## config.mk

```make
export PLATFORM = sky130hd
export DESIGN_NAME = reg_file_sb
export DESIGN_NICKNAME = d
export VERILOG_FILES = /design/src/rtl/proc_pkg.sv /design/src/rtl/reg_scoreboard.sv /design/src/rtl/reg_file_sb.sv
export SDC_FILE = /design/constraint.sdc
export NUM_CORES = 1
export LEC_CHECK = 0
export CELL_PAD_IN_SITES_DETAIL_PLACEMENT = 1
export CELL_PAD_IN_SITES_GLOBAL_PLACEMENT = 1
export CORE_MARGIN = 2
export CORE_UTILIZATION = 25
export CTS_CLUSTER_SIZE = 14
export DETAILED_ROUTE_END_ITERATION = 7
export HOLD_SLACK_MARGIN = 0.08
export PLACE_DENSITY_LB_ADDON = 0.1
export SLEW_MARGIN = 10
export SYNTH_ARGS = -nofsm -noshare
export SYNTH_HDL_FRONTEND = slang
export SYNTH_HIERARCHICAL = 1
export SYNTH_SLANG_ARGS = --single-unit
```

## constraint.sdc

```tcl
create_clock -name clk -period 3.4 [get_ports clk]
set_input_delay 0.85 -clock clk [delete_from_list [all_inputs] [get_ports clk]]
set_output_delay 0.85 -clock clk [all_outputs]
set_load 0.005 [all_outputs]
```

## src/rtl/proc_pkg.sv

```systemverilog
// Shared datapath defaults and helpers for the processor register file.
package proc_pkg;

  localparam int unsigned DATA_W_DEF   = 8;
  localparam int unsigned NUM_REGS_DEF = 4;

  // Address width for a power-of-2 register count; never narrower than one bit.
  function automatic int unsigned addr_w(input int unsigned num_regs);
    return (num_regs <= 2) ? 1 : $clog2(num_regs);
  endfunction

endpackage

```

## src/rtl/reg_scoreboard.sv

```systemverilog
// Load scoreboard: one pending bit per register, plus the stall hazard derived from it.
module reg_scoreboard
  import proc_pkg::*;
#(
  parameter int unsigned NUM_REGS = NUM_REGS_DEF,
  parameter bit          ZERO_R0  = 1'b1,
  parameter bit          BYPASS   = 1'b1,
  localparam int unsigned AW      = addr_w(NUM_REGS)
) (
  input  logic                clk,
  input  logic                rst_n,
  input  logic [AW-1:0]       read_reg1,
  input  logic [AW-1:0]       read_reg2,
  input  logic                rd1_en,
  input  logic                rd2_en,
  input  logic [AW-1:0]       write_reg,
  input  logic                reg_write,
  input  logic                pend_set,
  input  logic [AW-1:0]       pend_reg,
  output logic                hazard,
  output logic [NUM_REGS-1:0] pend_vec
);

  logic [NUM_REGS-1:0] pend_q, pend_d;
  logic [NUM_REGS-1:0] fwd_mask;
  logic [NUM_REGS-1:0] pend_eff;

  // Clear on writeback first so that a new load to the same register wins.
  always_comb begin
    pend_d = pend_q;
    if (reg_write) begin
      pend_d[write_reg] = 1'b0;
    end
    if (pend_set && !(ZERO_R0 && (pend_reg == '0))) begin
      pend_d[pend_reg] = 1'b1;
    end
  end

  always_ff @(posedge clk or negedge rst_n) begin
    if (!rst_n) begin
      pend_q <= '0;
    end else begin
      pend_q <= pend_d;
    end
  end

  // A forwarded writeback satisfies the pending load in the same cycle.
  always_comb begin
    fwd_mask = '0;
    if (BYPASS && reg_write) begin
      fwd_mask[write_reg] = 1'b1;
    end
  end

  assign pend_eff = pend_q & ~fwd_mask;
  assign hazard   = (rd1_en & pend_eff[read_reg1]) | (rd2_en & pend_eff[read_reg2]);
  assign pend_vec = pend_q;

endmodule

```

## src/rtl/reg_file_sb.sv

```systemverilog
// Parametrised two-read/one-write register file with zero register, bypass and load scoreboard.
module reg_file_sb
  import proc_pkg::*;
#(
  parameter int unsigned DATA_W   = DATA_W_DEF,
  parameter int unsigned NUM_REGS = NUM_REGS_DEF,
  parameter bit          ZERO_R0  = 1'b1,
  parameter bit          BYPASS   = 1'b1,
  localparam int unsigned AW      = addr_w(NUM_REGS)
) (
  input  logic                clk,
  input  logic                rst_n,
  input  logic [AW-1:0]       read_reg1,
  input  logic [AW-1:0]       read_reg2,
  input  logic                rd1_en,
  input  logic                rd2_en,
  input  logic [AW-1:0]       write_reg,
  input  logic                reg_write,
  input  logic [DATA_W-1:0]   write_data,
  input  logic                pend_set,
  input  logic [AW-1:0]       pend_reg,
  output logic [DATA_W-1:0]   read_data1,
  output logic [DATA_W-1:0]   read_data2,
  output logic                hazard,
  output logic [NUM_REGS-1:0] pend_vec
);

  logic [DATA_W-1:0] regs_q [NUM_REGS];
  logic              wr_live;

  assign wr_live = reg_write && !(ZERO_R0 && (write_reg == '0));

  always_ff @(posedge clk or negedge rst_n) begin
    if (!rst_n) begin
      for (int i = 0; i < NUM_REGS; i++) begin
        regs_q[i] <= '0;
      end
    end else if (wr_live) begin
      regs_q[write_reg] <= write_data;
    end
  end

  // Zero-register masking takes priority over forwarding.
  always_comb begin
    read_data1 = regs_q[read_reg1];
    if (BYPASS && wr_live && (write_reg == read_reg1)) begin
      read_data1 = write_data;
    end
    if (ZERO_R0 && (read_reg1 == '0)) begin
      read_data1 = '0;
    end
  end

  always_comb begin
    read_data2 = regs_q[read_reg2];
    if (BYPASS && wr_live && (write_reg == read_reg2)) begin
      read_data2 = write_data;
    end
    if (ZERO_R0 && (read_reg2 == '0)) begin
      read_data2 = '0;
    end
  end

  reg_scoreboard #(
    .NUM_REGS (NUM_REGS),
    .ZERO_R0  (ZERO_R0),
    .BYPASS   (BYPASS)
  ) u_scoreboard (
    .clk       (clk),
    .rst_n     (rst_n),
    .read_reg1 (read_reg1),
    .read_reg2 (read_reg2),
    .rd1_en    (rd1_en),
    .rd2_en    (rd2_en),
    .write_reg (write_reg),
    .reg_write (reg_write),
    .pend_set  (pend_set),
    .pend_reg  (pend_reg),
    .hazard    (hazard),
    .pend_vec  (pend_vec)
  );

endmodule
```

Yosys cells after proc, flatten, opt, wreduce, memory -nomap -nowiden
Index checks and enable logic that the tools add are counted.
{"block": "op_classes", "magnitude_cmp": 10, "eq_ne": 2, "muxes": 24, "n_bitwise": 11, "n_reduce_logical": 13}
{"cell": "2-to-1 mux 8 bit", "n": 9}
{"cell": "binary-select mux 8 bit (select 2 bit)", "n": 2}
{"cell": "bitwise mux 32 bit", "n": 1}
{"cell": "demux 8 bit (select 2 bit)", "n": 1}
{"cell": "less-than comparator 2 x 3 -> 1 bit, second input constant", "n": 4}
{"cell": "2-to-1 mux 4 bit", "n": 3}
{"cell": "greater-or-equal comparator 3 bit, second input constant", "n": 3}
{"cell": "inverter 2 -> 3 bit", "n": 3}
{"cell": "AND 4 bit", "n": 2}
{"cell": "zero test 2 bit", "n": 4}
{"cell": "inverter 4 bit", "n": 2}
{"cell": "logical AND 1 bit", "n": 7}
{"cell": "binary-select mux 1 bit (select 2 bit)", "n": 2}
{"cell": "demux 1 bit (select 2 bit)", "n": 2}
{"cell": "equality test 2 bit", "n": 2}
{"cell": "greater-or-equal comparator 2 x 1 -> 1 bit, second input constant", "n": 2}
{"cell": "2-to-1 mux 1 bit", "n": 4}
{"cell": "OR 4 bit", "n": 1}
{"cell": "less-than comparator 3 x 1 -> 1 bit, second input constant", "n": 1}
{"cell": "AND 1 bit", "n": 2}
{"cell": "zero test 1 bit", "n": 2}
{"cell": "OR 1 bit", "n": 1}
{"block": "totals", "register_bits": 36, "in_bits": 22, "output_inout_bits": 21, "elab_cells": 65}

Depth between registers and ports, before layout
{"block": "depth", "ltp_word": 11, "depth_mapped": 5, "ltp_nobuf": 4}

Hierarchy
The synthesis kept the hierarchy.
{"mod": "reg_file_sb", "instances": 1, "cells_per_inst": 132, "area_per_inst_um2": 1901.8, "seq_area_each_um2": 800.8}
{"mod": "reg_scoreboard", "instances": 1, "cells_per_inst": 34, "area_per_inst_um2": 295.3, "seq_area_each_um2": 100.1}

Worst setup path before layout
Ideal clock, no wire load.
{"block": "synth_path", "path_kind": "input -> output", "from": "in write_reg[1]", "to": "out read_data1[0]", "t_arrival_ns": 1.709, "required_ns": 2.550, "setup_slack_ns": 0.841, "path_stages": 5, "path_buffers": 1, "path_cell_list": "buf_6 > and4bb_1 > o2bb2ai_4 > mux2i_1 > nor2_1"}
{"block": "synth_between", "elab_chain_cells": 6, "word_cells_on_any_way": 7, "classes_between": "1 x eq/ne; 2 x mux; 4 x reduce/logical"}
{"element": "start, declared", "line_no": "reg_file_sb.sv:17", "text": "input logic [AW-1:0] write_reg,"}
{"element": "zero test 2 bit", "line_no": "reg_file_sb.sv:31", "text": "assign wr_live = reg_write && !(ZERO_R0 && (write_reg == '0));"}
{"element": "zero test 1 bit", "line_no": "reg_file_sb.sv:31"}
{"element": "logical AND 1 bit", "line_no": "reg_file_sb.sv:31"}
{"element": "logical AND 1 bit *", "line_no": "reg_file_sb.sv:46", "text": "if (BYPASS && wr_live && (write_reg == read_reg1)) begin"}
{"element": "2-to-1 mux 8 bit *", "line_no": "reg_file_sb.sv:46"}
{"element": "2-to-1 mux 8 bit *", "line_no": "reg_file_sb.sv:49", "text": "if (ZERO_R0 && (read_reg1 == '0)) begin"}
{"element": "end, declared", "line_no": "reg_file_sb.sv:22", "text": "output logic [DATA_W-1:0] read_data1,"}
Mark *: on every way between the ends. The rest lies on a longest branch, timed or not.

Final worst setup path
{"block": "layout_path", "from": "in write_reg[0]", "to": "out read_data1[3]"}
Same word-level chain as after synthesis.

==> results.sh <==
export IMPL_setup_worst_path_end_class="output pin"
export IMPL_worst_setup_hold_path_clk_slew_ns=0.07
export IMPL_netlist_instances=166
export IMPL_core_sq_um=8640
export IMPL_nFillCells=923
export IMPL_fmax_mhz=300
export IMPL_finalSetupTns_ns=0
export IMPL_synth_nets=188
export IMPL_leading_area_contributor_after_synthesis="sky130_fd_sc_hd__dfrtp_1"
export IMPL_routed_wire_length_per_instance_um=18.9
export IMPL_worst_ep_arrival_time_ns=2.48
export IMPL_worst_path_max_fanout=8
export IMPL_horizontal_die_dimension_um=97.7
export IMPL_ys_warn_count=6
export IMPL_flow_area_growth_from_synthesis_pct=40.7
export IMPL_wire_length_of_the_first_global_routing_pass_mm=10.4
export IMPL_synth_area_leaders="sky130_fd_sc_hd__dfrtp_1, sky130_fd_sc_hd__mux4_2, sky130_fd_sc_hd__mux2_2, sky130_fd_sc_hd__mux2i_1, sky130_fd_sc_hd__nor2_1"
export IMPL_report_final_setup_viol=0
export IMPL_postSynthRegisterBits=36
export IMPL_multi_input_area_sq_um=1220
export IMPL_overflow=0
export IMPL_design_power_total_mw=1.25
export IMPL_syn_area_sq_um=2200
export IMPL_drv_cap=0
export IMPL_cp_num_buf_inv=5
export IMPL_drive_above_1_share_pct=44.8
export IMPL_clock_path_buffers=2
export IMPL_synth_top_cell_area_share_pct=41.0
export IMPL_worst_slew_pin_transition_ns=0.703
export IMPL_critical_path_required_ns=2.55
export IMPL_pin_count=43
export IMPL_first_pass_iters=4
export IMPL_postRouteAntennaNets=0
export IMPL_power_leakage_nw=1.31
export IMPL_worstPathCellList="clkdlybuf4s50_1, buf_6, and4bb_1, o2bb2ai_4, buf_12, buf_4, mux2i_1, nor2_1, clkbuf_2"
export IMPL_drcViolationCount=0
export IMPL_ctsHtreeMaxLevel=2
export IMPL_numPortBuffers=42
export IMPL_relSlewSlack_pct=53.0
export IMPL_insertedDiodeCount=0
export IMPL_timing_max_transition_violations_final=0
export IMPL_core_rowCount=34
export IMPL_final_cell_area_sq_um=3090
export IMPL_die_area_sq_um=9550
export IMPL_finalCritPeriodShare_pct=98.0
export IMPL_timing_critical_path_from_type="input port"
export IMPL_power_ir_vdd_worst_mv=0.130
export IMPL_register_area_sq_um=901
export IMPL_initial_utilization_pct=25.4
export IMPL_cts_inserted_buffers=5
export IMPL_cts_root_buf="sky130_fd_sc_hd__clkbuf_8"
export IMPL_final_min_clock_period_ns=3.33
export IMPL_vias=1604
export IMPL_detail_route_vias_per_cell=4.75
export IMPL_fin_worst_hold_slack_ns=0.402
export IMPL_hpwlAfterDp_mm=4.40
export IMPL_gp_congestion=0.798
export IMPL_drt_wl_total_mm=6.39
export IMPL_ys_types=29
export IMPL_cellPowerDensity_nw_per_um2=403
export IMPL_finalClockSkew_ns=0
export IMPL_first_global_vias=1820
export IMPL_hold_path_class="flop to flop"
export IMPL_grt_setup_unrepaired="true"
export IMPL_critical_path_top_delay_family="buffers and inverters"
export IMPL_finalHoldViolCount=0
export IMPL_clock_insertion_delay_worst_skew_ns=0.28
export IMPL_run_status="finished, final reports clean"
export IMPL_final_cell_count_without_fillers=338
export IMPL_critPathSlowestCell="sky130_fd_sc_hd__clkdlybuf4s50_1"
export IMPL_tritoncts_num_sinks=36
export IMPL_final_net_count=252
export IMPL_syn_avg_cell_area_sq_um=13.2
export IMPL_die_h_um=97.7
export IMPL_path_class="input port to output pin"
export IMPL_critical_path_max_stage_delay_ns=0.48
export IMPL_placement_cell_area_sq_um=2860
export IMPL_post_place_cells=320
export IMPL_hold_buffers=0
export IMPL_synth_sequential_area_ratio_pct=41.0
export IMPL_cts_tree="built"
export IMPL_drt_iter0_drc=39
export IMPL_grtUsageTotal_pct=14.1
export IMPL_grt_max_degree=37
export IMPL_antenna_found_initial=0
sequential cells by signal, summed over array words and instances (netlist names):
register,cells
regs_q,32
u_scoreboard/pend_vec,4
worst paths after layout:
path,startpoint,end,slack (ns),cells after the start
worst min register to register,regs_q[29],regs_q[29],0.40,0
worst min-delay path,regs_q[29],regs_q[29],0.40,0
max in group asynchronous,rst_n,regs_q[30],2.06,2
worst max register to register,u_scoreboard/pend_vec[1],u_scoreboard/pend_vec[1],2.52,3
worst max-delay path,write_reg[0],read_data1[3],0.07,9
min in group asynchronous,rst_n,regs_q[28],1.00,2
through the flow:
stage          util [%]  setup WS [ns]
4_1_cts            35.9        0.00445
3_5_place_dp       33.1         -0.343
2_1_floorplan         -          0.841
3_3_place_gp       33.1         -0.333
6_report           35.8         0.0670
5_1_grt            35.8        -0.0101
cell families after synthesis:
group	synth area share [%]
AO/OA/AOI/OAI	6.09
XOR/XNOR	2.28
buffers and inverters	4.61
flip-flops	41.0
multiplexers	37.4
AND/OR/NAND/NOR	8.66
cell type report:
type	count	area share, %
clock buffers	7	3.12
inverters	3	0.364
multi-input cells	112	39.4
flip-flops and latches	36	29.1
well taps	108	4.37
repair buffers	72	23.6
routing by layer:
metal	vias to the layer above	wire length (um)	global-route usage, %
met2	34	3190	23.9
met3	2	206	2.79
met4	0	34	2.88
li1	742	-	-
met5	-	0	0
met1	826	2960	19.0
cells in the final DEF, fill, tap and decap left out, drive strengths merged:
master          n
a2111oi         1
nand3b          2
nor2b           1
dfrtp          36
xor2            3
clkdlybuf4s50  19
and4bb          2
o22ai           1
nor3            1
nor3b           1
nand2b          1
inv             3
buf            28
o2bb2ai         2
bufbuf          2
o211ai          1
a32o            2
o21ai           3
mux2           24
clkdlybuf4s15   4
nand3           5
a21boi          1
nand2           5
dlygate4sd2     6
mux4           16
clkbuf         19
nor2           19
xnor2           1
mux2i          19
dlymetal6s2s    1
o21a            1
Yosys cell counts, drive strengths merged:
| cell type | number |
|---|---|
| o22ai | 1 |
| nand2 | 5 |
| nor3 | 1 |
| a2111oi | 1 |
| o2bb2ai | 2 |
| nor2 | 19 |
| mux2 | 24 |
| and4bb | 2 |
| mux2i | 19 |
| o21ai | 3 |
| o21a | 1 |
| buf | 7 |
| dfrtp | 36 |
| nor3b | 1 |
| nand3 | 5 |
| inv | 3 |
| a21boi | 1 |
| xor2 | 3 |
| nand2b | 1 |
| nor2b | 1 |
| o211ai | 1 |
| mux4 | 16 |
| clkbuf | 8 |
| a32o | 2 |
| nand3b | 2 |
| xnor2 | 1 |
power by group:
| part | total (mW) | leakage (nW) | internal [mW] | switching [mW] |
|---|---|---|---|---|
| combinational | 0.379 | 0.812 | 0.232 | 0.147 |
| sequential | 0.534 | 0.445 | 0.488 | 0.0460 |
| clock | 0.331 | 0.0503 | 0.181 | 0.151 |
| total | 1.25 | 1.31 | 0.901 | 0.344 |
worst register-to-register path, stage by stage (launching register included):
cell                      delay (ns)
sky130_fd_sc_hd__dfrtp_1        0.41
sky130_fd_sc_hd__o21ai_0        0.13
sky130_fd_sc_hd__buf_4          0.16
sky130_fd_sc_hd__o21ai_0        0.06
what timing repair did:
| action | in CTS | in global routing |
|---|---|---|
| endpoints found under the setup margin | 17 | 16 |
| gates cloned | 2 | 0 |
| buffers inserted | 7 | 2 |
| pin swaps | 4 | 2 |
| resized for setup | 32 | 30 |
(Power assumes the default switching activity.)
